File: src/rtl/sumador_ascii_ctrl_if.sv
// sumador_ascii_ctrl_if
//   Bundles every non-clock/reset signal of the ASCII adder sequencer.
//   Character stream : char_valid, char_data[6:0], char_ready
//   Control          : clear
//   Adder side       : add_a[6:0], add_b[6:0], add_cin -> adder; add_sum[7:0], add_cout <- adder
//   Result stream    : res_valid, res_sum[7:0], res_cout, res_ready
//   Status           : err
//   Modport slave  = the controller; modport master = its environment.
interface sumador_ascii_ctrl_if;
    logic       char_valid;
    logic [6:0] char_data;
    logic       char_ready;
    logic       clear;
    logic [6:0] add_a;
    logic [6:0] add_b;
    logic       add_cin;
    logic [7:0] add_sum;
    logic       add_cout;
    logic       res_valid;
    logic [7:0] res_sum;
    logic       res_cout;
    logic       res_ready;
    logic       err;

    modport slave (
        input  char_valid, char_data, clear, add_sum, add_cout, res_ready,
        output char_ready, add_a, add_b, add_cin, res_valid, res_sum, res_cout, err
    );

    modport master (
        output char_valid, char_data, clear, add_sum, add_cout, res_ready,
        input  char_ready, add_a, add_b, add_cin, res_valid, res_sum, res_cout, err
    );
endinterface

File: src/rtl/sumador_ascii_ctrl.sv
// sumador_ascii_ctrl
//   Sequencer in front of the 8-bit ASCII adder. Takes operand A then operand B
//   from one character stream, holds them on the adder inputs, waits
//   SETTLE_CYCLES clocks, registers sum/carry and offers them on a valid/ready
//   result handshake.
// Ports
//   clk    : single clock, rising edge
//   rst_n  : asynchronous active-low reset
//   bus    : sumador_ascii_ctrl_if.slave (character, adder, result, clear, err)
// Parameters
//   CIN_VAL       : constant carry-in driven to the adder
//   SETTLE_CYCLES : clocks from operand B capture to result sampling (1..15)
// Optional feature
//   SUMADOR_DIGIT_CHECK_EN : when defined, characters outside '0'..'9' are
//   handshaken but discarded and flagged with a one-cycle err pulse.
module sumador_ascii_ctrl #(
    parameter logic        CIN_VAL       = 1'b0,
    parameter int unsigned SETTLE_CYCLES = 1
) (
    input  logic                 clk,
    input  logic                 rst_n,
    sumador_ascii_ctrl_if.slave  bus
);

    typedef enum logic [1:0] {S_A, S_B, S_ADD, S_OUT} state_t;

    localparam logic [3:0] CNT_INIT = 4'(SETTLE_CYCLES - 1);

    state_t     state_q, state_d;
    logic [6:0] op_a_q, op_a_d;
    logic [6:0] op_b_q, op_b_d;
    logic [3:0] cnt_q, cnt_d;
    logic       res_valid_q, res_valid_d;
    logic [7:0] res_sum_q, res_sum_d;
    logic       res_cout_q, res_cout_d;
    logic       err_q, err_d;
    logic       clr_q, clr_d;     // set for the cycle right after a clear
    logic       char_ready;
    logic       xfer;
    logic       char_ok;

`ifdef SUMADOR_DIGIT_CHECK_EN
    assign char_ok = (bus.char_data >= 7'h30) && (bus.char_data <= 7'h39);
`else
    assign char_ok = 1'b1;
`endif

    // Input side is closed in the cycle following a clear so a character
    // presented alongside the abort cannot slip in as operand A.
    assign char_ready = ((state_q == S_A) || (state_q == S_B)) && !clr_q;
    assign xfer       = bus.char_valid && char_ready;

    assign bus.char_ready = char_ready;
    assign bus.add_a      = op_a_q;
    assign bus.add_b      = op_b_q;
    assign bus.add_cin    = CIN_VAL;
    assign bus.res_valid  = res_valid_q;
    assign bus.res_sum    = res_sum_q;
    assign bus.res_cout   = res_cout_q;
    assign bus.err        = err_q;

    always_comb begin
        state_d     = state_q;
        op_a_d      = op_a_q;
        op_b_d      = op_b_q;
        cnt_d       = cnt_q;
        res_valid_d = res_valid_q;
        res_sum_d   = res_sum_q;
        res_cout_d  = res_cout_q;
        err_d       = 1'b0;
        clr_d       = 1'b0;

        if (bus.clear) begin
            // Abort wins over everything, including a pending result.
            state_d     = S_A;
            op_a_d      = '0;
            op_b_d      = '0;
            cnt_d       = '0;
            res_valid_d = 1'b0;
            clr_d       = 1'b1;
        end else begin
            case (state_q)
                S_A: begin
                    if (xfer) begin
                        if (char_ok) begin
                            op_a_d  = bus.char_data;
                            state_d = S_B;
                        end else begin
                            err_d = 1'b1;
                        end
                    end
                end
                S_B: begin
                    if (xfer) begin
                        if (char_ok) begin
                            op_b_d  = bus.char_data;
                            cnt_d   = CNT_INIT;
                            state_d = S_ADD;
                        end else begin
                            err_d = 1'b1;
                        end
                    end
                end
                S_ADD: begin
                    if (cnt_q != 4'd0) begin
                        cnt_d = cnt_q - 4'd1;
                    end else begin
                        res_sum_d   = bus.add_sum;
                        res_cout_d  = bus.add_cout;
                        res_valid_d = 1'b1;
                        state_d     = S_OUT;
                    end
                end
                S_OUT: begin
                    // res_valid is always high here, so ready alone completes it.
                    if (bus.res_ready) begin
                        res_valid_d = 1'b0;
                        state_d     = S_A;
                    end
                end
                default: state_d = S_A;
            endcase
        end
    end

    always_ff @(posedge clk or negedge rst_n) begin
        if (!rst_n) begin
            state_q     <= S_A;
            op_a_q      <= '0;
            op_b_q      <= '0;
            cnt_q       <= '0;
            res_valid_q <= 1'b0;
            res_sum_q   <= '0;
            res_cout_q  <= 1'b0;
            err_q       <= 1'b0;
            clr_q       <= 1'b0;
        end else begin
            state_q     <= state_d;
            op_a_q      <= op_a_d;
            op_b_q      <= op_b_d;
            cnt_q       <= cnt_d;
            res_valid_q <= res_valid_d;
            res_sum_q   <= res_sum_d;
            res_cout_q  <= res_cout_d;
            err_q       <= err_d;
            clr_q       <= clr_d;
        end
    end

endmodule
File: src/flat_wrapper.sv
// flat-port wrapper written by rule: the top's interface ports become plain ports
module sumador_ascii_ctrl_flat 
#(
    parameter logic        CIN_VAL       = 1'b0,
    parameter int unsigned SETTLE_CYCLES = 1
)
  (clk, rst_n, bus_char_valid, bus_char_data, bus_clear, bus_add_sum, bus_add_cout, bus_res_ready, bus_char_ready, bus_add_a, bus_add_b, bus_add_cin, bus_res_valid, bus_res_sum, bus_res_cout, bus_err);
  sumador_ascii_ctrl_if bus_i ();
  input  logic clk;
  input  logic rst_n;
  input wire logic [$bits(bus_i.char_valid)-1:0] bus_char_valid;
  input wire logic [$bits(bus_i.char_data)-1:0] bus_char_data;
  input wire logic [$bits(bus_i.clear)-1:0] bus_clear;
  input wire logic [$bits(bus_i.add_sum)-1:0] bus_add_sum;
  input wire logic [$bits(bus_i.add_cout)-1:0] bus_add_cout;
  input wire logic [$bits(bus_i.res_ready)-1:0] bus_res_ready;
  output wire logic [$bits(bus_i.char_ready)-1:0] bus_char_ready;
  output wire logic [$bits(bus_i.add_a)-1:0] bus_add_a;
  output wire logic [$bits(bus_i.add_b)-1:0] bus_add_b;
  output wire logic [$bits(bus_i.add_cin)-1:0] bus_add_cin;
  output wire logic [$bits(bus_i.res_valid)-1:0] bus_res_valid;
  output wire logic [$bits(bus_i.res_sum)-1:0] bus_res_sum;
  output wire logic [$bits(bus_i.res_cout)-1:0] bus_res_cout;
  output wire logic [$bits(bus_i.err)-1:0] bus_err;
  assign bus_i.char_valid = bus_char_valid;
  assign bus_i.char_data = bus_char_data;
  assign bus_i.clear = bus_clear;
  assign bus_i.add_sum = bus_add_sum;
  assign bus_i.add_cout = bus_add_cout;
  assign bus_i.res_ready = bus_res_ready;
  assign bus_char_ready = bus_i.char_ready;
  assign bus_add_a = bus_i.add_a;
  assign bus_add_b = bus_i.add_b;
  assign bus_add_cin = bus_i.add_cin;
  assign bus_res_valid = bus_i.res_valid;
  assign bus_res_sum = bus_i.res_sum;
  assign bus_res_cout = bus_i.res_cout;
  assign bus_err = bus_i.err;
  sumador_ascii_ctrl #(.CIN_VAL(CIN_VAL), .SETTLE_CYCLES(SETTLE_CYCLES)) u_core (.clk(clk), .rst_n(rst_n), .bus(bus_i));
endmodule
File: config.mk
export PLATFORM = sky130hd
export DESIGN_NAME = sumador_ascii_ctrl_flat
export DESIGN_NICKNAME = d
export VERILOG_FILES = /design/src/rtl/sumador_ascii_ctrl_if.sv /design/src/rtl/sumador_ascii_ctrl.sv /design/src/flat_wrapper.sv
export SDC_FILE = /design/constraint.sdc
export NUM_CORES = 1
export LEC_CHECK = 0
export ABC_AREA = 1
export CAP_MARGIN = 20
export CORE_MARGIN = 4
export CORE_UTILIZATION = 45
export DETAILED_ROUTE_END_ITERATION = 7
export HOLD_SLACK_MARGIN = 0.02
export MAX_ROUTING_LAYER = met4
export PLACE_DENSITY = 0.81
export SETUP_SLACK_MARGIN = 0.1
export SLEW_MARGIN = 10
export SYNTH_ARGS = -nofsm -noshare
export SYNTH_HDL_FRONTEND = slang
export SYNTH_SLANG_ARGS = --single-unit
File: constraint.sdc
create_clock -name clk -period 4.1 [get_ports clk]
set_input_delay 0.615 -clock clk [delete_from_list [all_inputs] [get_ports clk]]
set_output_delay 0.615 -clock clk [all_outputs]
set_load 0.02 [all_outputs]
# Yosys cells after proc, flatten, opt, wreduce, memory -nomap -nowiden
# Cells that the tools add are included.
# W data, S select, Z words.
word_totals:
  regBits: 31
  word_cells: 56
  out_inout_bits: 27
classes:
  reduce_logical: 17
  addsub: 1
  muxes: 20
  n_eq_ne: 8
  n_bitwise: 2
op_table:
  columns: ["cell", "n"]
  rows:
  - ["$mux W7", 5]
  - ["$mux W4", 3]
  - ["$mux W2", 5]
  - ["$ne A3 B2 Y1 const B", 3]
  - ["$reduce_and A3 Y1", 3]
  - ["$pmux W2 S4", 1]
  - ["$pmux W4 S2", 1]
  - ["$ne A3 B3 Y1 const B", 2]
  - ["$reduce_bool A2 Y1", 3]
  - ["$reduce_bool A3 Y1", 2]
  - ["$eq A2 B2 Y1 const B", 2]
  - ["$mux W1", 4]
  - ["$reduce_and A2 Y1", 2]
  - ["$reduce_and A4 Y1", 1]
  - ["$reduce_bool A4 Y1", 1]
  - ["$sub A4 B1 Y4 const B", 1]
  - ["$eq A2 B1 Y1 const B", 1]
  - ["$logic_and A1 B1 Y1", 2]
  - ["$logic_not A2 Y1", 1]
  - ["$not A1 Y1", 2]
  - ["$pmux W1 S2", 1]
  - ["$logic_not A1 Y1", 1]
  - ["$logic_or A1 B1 Y1", 1]

# Logic depth before layout (Yosys ltp)
logic_depth:
  ltp_word: 7
  depth_mapped: 10

# Worst setup path after synthesis
# Ideal clock, no wire load.
synth_path:
  path_kind: "reg-to-output"
  start: "register u_core.state_q[0]"
  end: "output port bus_char_ready"
  t_required_ns: 3.485
  path_buffers: 0
  path_stages_with_launch: 5
  arrival_time_ns: 1.073
  path_slack_ns: 2.412
  cell_sequence: "dfrtp_1 inv_1 ha_1 inv_1 a21oi_1"
synth_via:
  elab_chain_len: 3
  elab_cells_between_ends: 4
synth_rtl:
  columns: ["element", "line_no", "text"]
  rows:
  - ["from (decl)", "sumador_ascii_ctrl.sv:29", "state_t state_q, state_d;"]
  - ["from (signal assigned)", "sumador_ascii_ctrl.sv:138", "state_q <= state_d;"]
  - ["$eq A2 B1 Y1 / $logic_not A2 Y1 (equally long branches)", "sumador_ascii_ctrl.sv:50", "assign char_ready = ((state_q == S_A) || (state_q == S_B)) && !clr_q;"]
  - ["$logic_or A1 B1 Y1 (*)", "sumador_ascii_ctrl.sv:50", null]
  - ["$logic_and A1 B1 Y1 (*)", "sumador_ascii_ctrl.sv:50", null]
  - ["to (decl)", "flat_wrapper.sv:17", "output wire logic [$bits(bus_i.char_ready)-1:0] bus_char_ready;"]
# Mark *: on every way between the ends. The rest lies on a longest branch, timed or not.

# Final worst setup path
layout_path:
  start: "register u_core.state_q[1]"
  end: "output port bus_char_ready"
# The elaborated chain is that of the path after synthesis.

==> results.tsv <==
stage	metric	value	unit
status	status	finished clean	
power	Total Power	1220	uW
routing	Via density	4.56	
job	max_cap viols	0	
cells_and_area	Syn-to-layout area delta	33.0	%
synthesis	Mapped Cells	199	
synthesis	synthesized flop and latch total	31	
cells_and_area	most frequent cells in the layout	nand2_1, clkdlybuf4s50_1, dfrtp_1	
hold_path	hold wc startpoint	u_core.bus.add_b[4]	
timing	final setup TNS	0	ns
power	switching power	484	uW
synthesis	Synth Warn #	0	
cts	post-cts resize count	0	
cts	clk root buf	clkbuf_8	
timing	Tmin final	2.43	ns
cts	post-CTS setup buffer count	0	
routing	DR iter-0 viols	78	
global_routing	vias in the first global route	1284	
cts	hold_buf cts	0	
placement	Buffers on Ports	45	
global_routing	first-pass GRT wire length	5630	um
setup_path	Worst Setup End Kind	output port	
setup_path	CP max FO	4	
setup_path	FF-to-FF End	u_core.bus.add_b[3]	
setup_path	Crit path top cell by count	inv_1	
floorplanning	die height	69.0	um
hold_path	hold path depth	2	
cells_and_area	most common cell after layout, fill and taps aside	nand2_1	
timing	Fin. Hold Viols	0	
power	Comb power frac	47.4	%
hold_path	Hold Path Sink	u_core.bus.add_b[4]	
synthesis	register area share after synthesis	46.4	%
setup_path	Critical-path top delay cell	clkdlybuf4s50_1	
cells_and_area	share of layout cells above drive strength 1	14.5	%
cts	CTS tree	done	
timing	worst slew pin tran	0.740	ns
setup_path	worst r2r src	u_core.state_q[1]	
timing	Hold WS	0.468	ns
routing	vias post-DR	1342	
global_routing	gr usage total	16.8	%
cts	Worst-path clk slew	0.06	ns
placement	dpl hpwl	2600	um
power	Peak supply drop	0.000247	V
power	sequential power share	35.5	%
routing	Routed Antenna Nets	0	
setup_path	cells on worst reg2reg path	9	
power	Static Leak	0.00116	uW
floorplanning	Die X	69.0	um
floorplanning	Initial Util	48.2	%
placement	Final GP Congestion	0.857	
timing	# setup viols final	0	
power	Internal	734	uW
routing	DR WL/cell	11.5	um
global_routing	total grt overflow	0	
setup_path	WP data required	3.48	ns
hold_path	Min-Delay Path Class	flop to flop	
floorplanning	io pins	48	
cells_and_area	Layout Nets	277	
floorplanning	total die area	4760	um2
synthesis	Post-Syn Area	1670	um2
cells_and_area	# fillers	302	
power	pwr dens	548	nW/um2
global_routing	initial antenna violation count	0	
timing	crit share post-route	59.2	%
setup_path	WS Path Type	flop to output port	
floorplanning	Cell Rows	21	
timing	Pins Over Slew Limit	0	
routing	TritonRoute pass-1 iters	4	
setup_path	Critical Path AT	1.81	ns
power	Sw Ratio	39.7	%
setup_path	CP max stage delay	0.63	ns
timing	Fmax	0.412	GHz
setup_path	critical-path cell list	inv_1, ha_1, inv_1, a21oi_1, clkdlybuf4s50_1	
setup_path	R2R Setup Slk	2.51	ns
power	clock share of power	17.1	%
floorplanning	core area	3470	um2
cts	Skew-Pair Late Insertion Delay	0.27	ns
cts	H-tree levels	2	
setup_path	Critical Path Start Type	flop	
cts	Num CTS Buffers	5	
routing	DRC Markers	0	
timing	max_slew headroom	50.5	%
timing	RSZ-0062 raised after global routing	no	
synthesis	Mapped Avg Cell Area	8.41	um2
timing	clock skew	0.00174	ns
placement	DP Worst Slack	1.69	ns
cts	CTS Buffer Depth	2	
synthesis	Synth cell types	22	
cells_and_area	diode count	0	
timing	post-route setup slack	1.67	ns
cts	CTS Sinks	31	
routing	DRT Wirelength	3380	um
global_routing	largest net degree at the start of global routing	32	
-- area by class of cell --
class,count,area (um2),share of cell area [%]
clock buffer,6,72.6,3.26
inverter,20,75.1,3.37
multi-input combinational,145,786,35.3
sequential,31,776,34.9
tap,46,57.6,2.59
timing repair buffer,46,458,20.6
-- flip-flops by register name, summed over array words and instances (netlist names) --
signal	count
u_core.cnt_q	4
u_core.bus.add_a	7
u_core.clr_q	1
u_core.bus.res_cout	1
u_core.bus.add_b	7
u_core.bus.res_sum	8
u_core.bus.res_valid	1
u_core.state_q	2
-- power by group through the flow --
stage                     Sequential, uW  Combinational (uW)  Clock [uW]
after global routing                 444                 641         232
after global placement               438                 568           0
after detailed placement             438                 579           0
after floorplan                      503                 321           0
final                                432                 578         208
after CTS                            432                 584         217
-- kinds of logic after synthesis --
| logic type | count (synthesis) | share of synthesized area (%) |
|---|---|---|
| flops | 31 | 46.4 |
| fa+ha+maj | 7 | 5.24 |
| xor+xnor | 1 | 0.524 |
| simple gates | 133 | 39.5 |
| other cells | 1 | 0.224 |
| compound gates | 2 | 1.27 |
| buf+inv | 24 | 6.88 |
-- per-stage QoR --
stage	cells	utilization [%]	instance area (um2)
6_report	294	64.1	2220
4_1_cts	294	64.1	2220
3_5_place_dp	288	62.0	2150
5_1_grt	294	64.1	2220
2_1_floorplan	200	-	1680
3_3_place_gp	288	62.0	2150
-- Yosys cell counts, drive strengths merged --
master | n | area share (%)
nand3b | 1 | 0.45
xnor2 | 1 | 0.52
a21oi | 2 | 1.3
nand2 | 97 | 24
nand3 | 9 | 4.0
dfrtp | 31 | 46
conb | 1 | 0.22
nor3 | 1 | 0.30
buf | 4 | 2.4
inv | 20 | 4.5
nor2 | 25 | 10
ha | 7 | 5.2
-- worst max-delay path by stage --
stage | cells past startpoint | endpoint | slack [ns] | start
final | 5 | bus_char_ready | 1.67 | u_core.state_q[1]
after global routing | 5 | bus_char_ready | 1.56 | u_core.state_q[0]
after CTS | 5 | bus_char_ready | 1.63 | u_core.state_q[0]
after detailed placement | 8 | u_core.cnt_q[2] | 1.69 | bus_clear
after global placement | 8 | u_core.cnt_q[3] | 1.74 | bus_clear
after floorplan | 4 | bus_char_ready | 2.41 | u_core.state_q[0]
-- metal layers --
layer | vias to the layer above | GRT usage [%] | wire length (um)
li1 | 694 | - | -
met1 | 611 | 21.5 | 1590
met2 | 33 | 25.2 | 1540
met3 | 4 | 5.51 | 221
met4 | 0 | 5.35 | 29
met5 | - | - | 0
-- critical path: cells and delay by family (launching register included) --
kind / cells / cell delay, ns
buffers and inverters: 3 / 0.81
DFF: 1 / 0.41
AOI/OAI and AO/OA: 1 / 0.17
adders and majority gates: 1 / 0.15
Note: power is estimated with default switching activity, not from simulation.
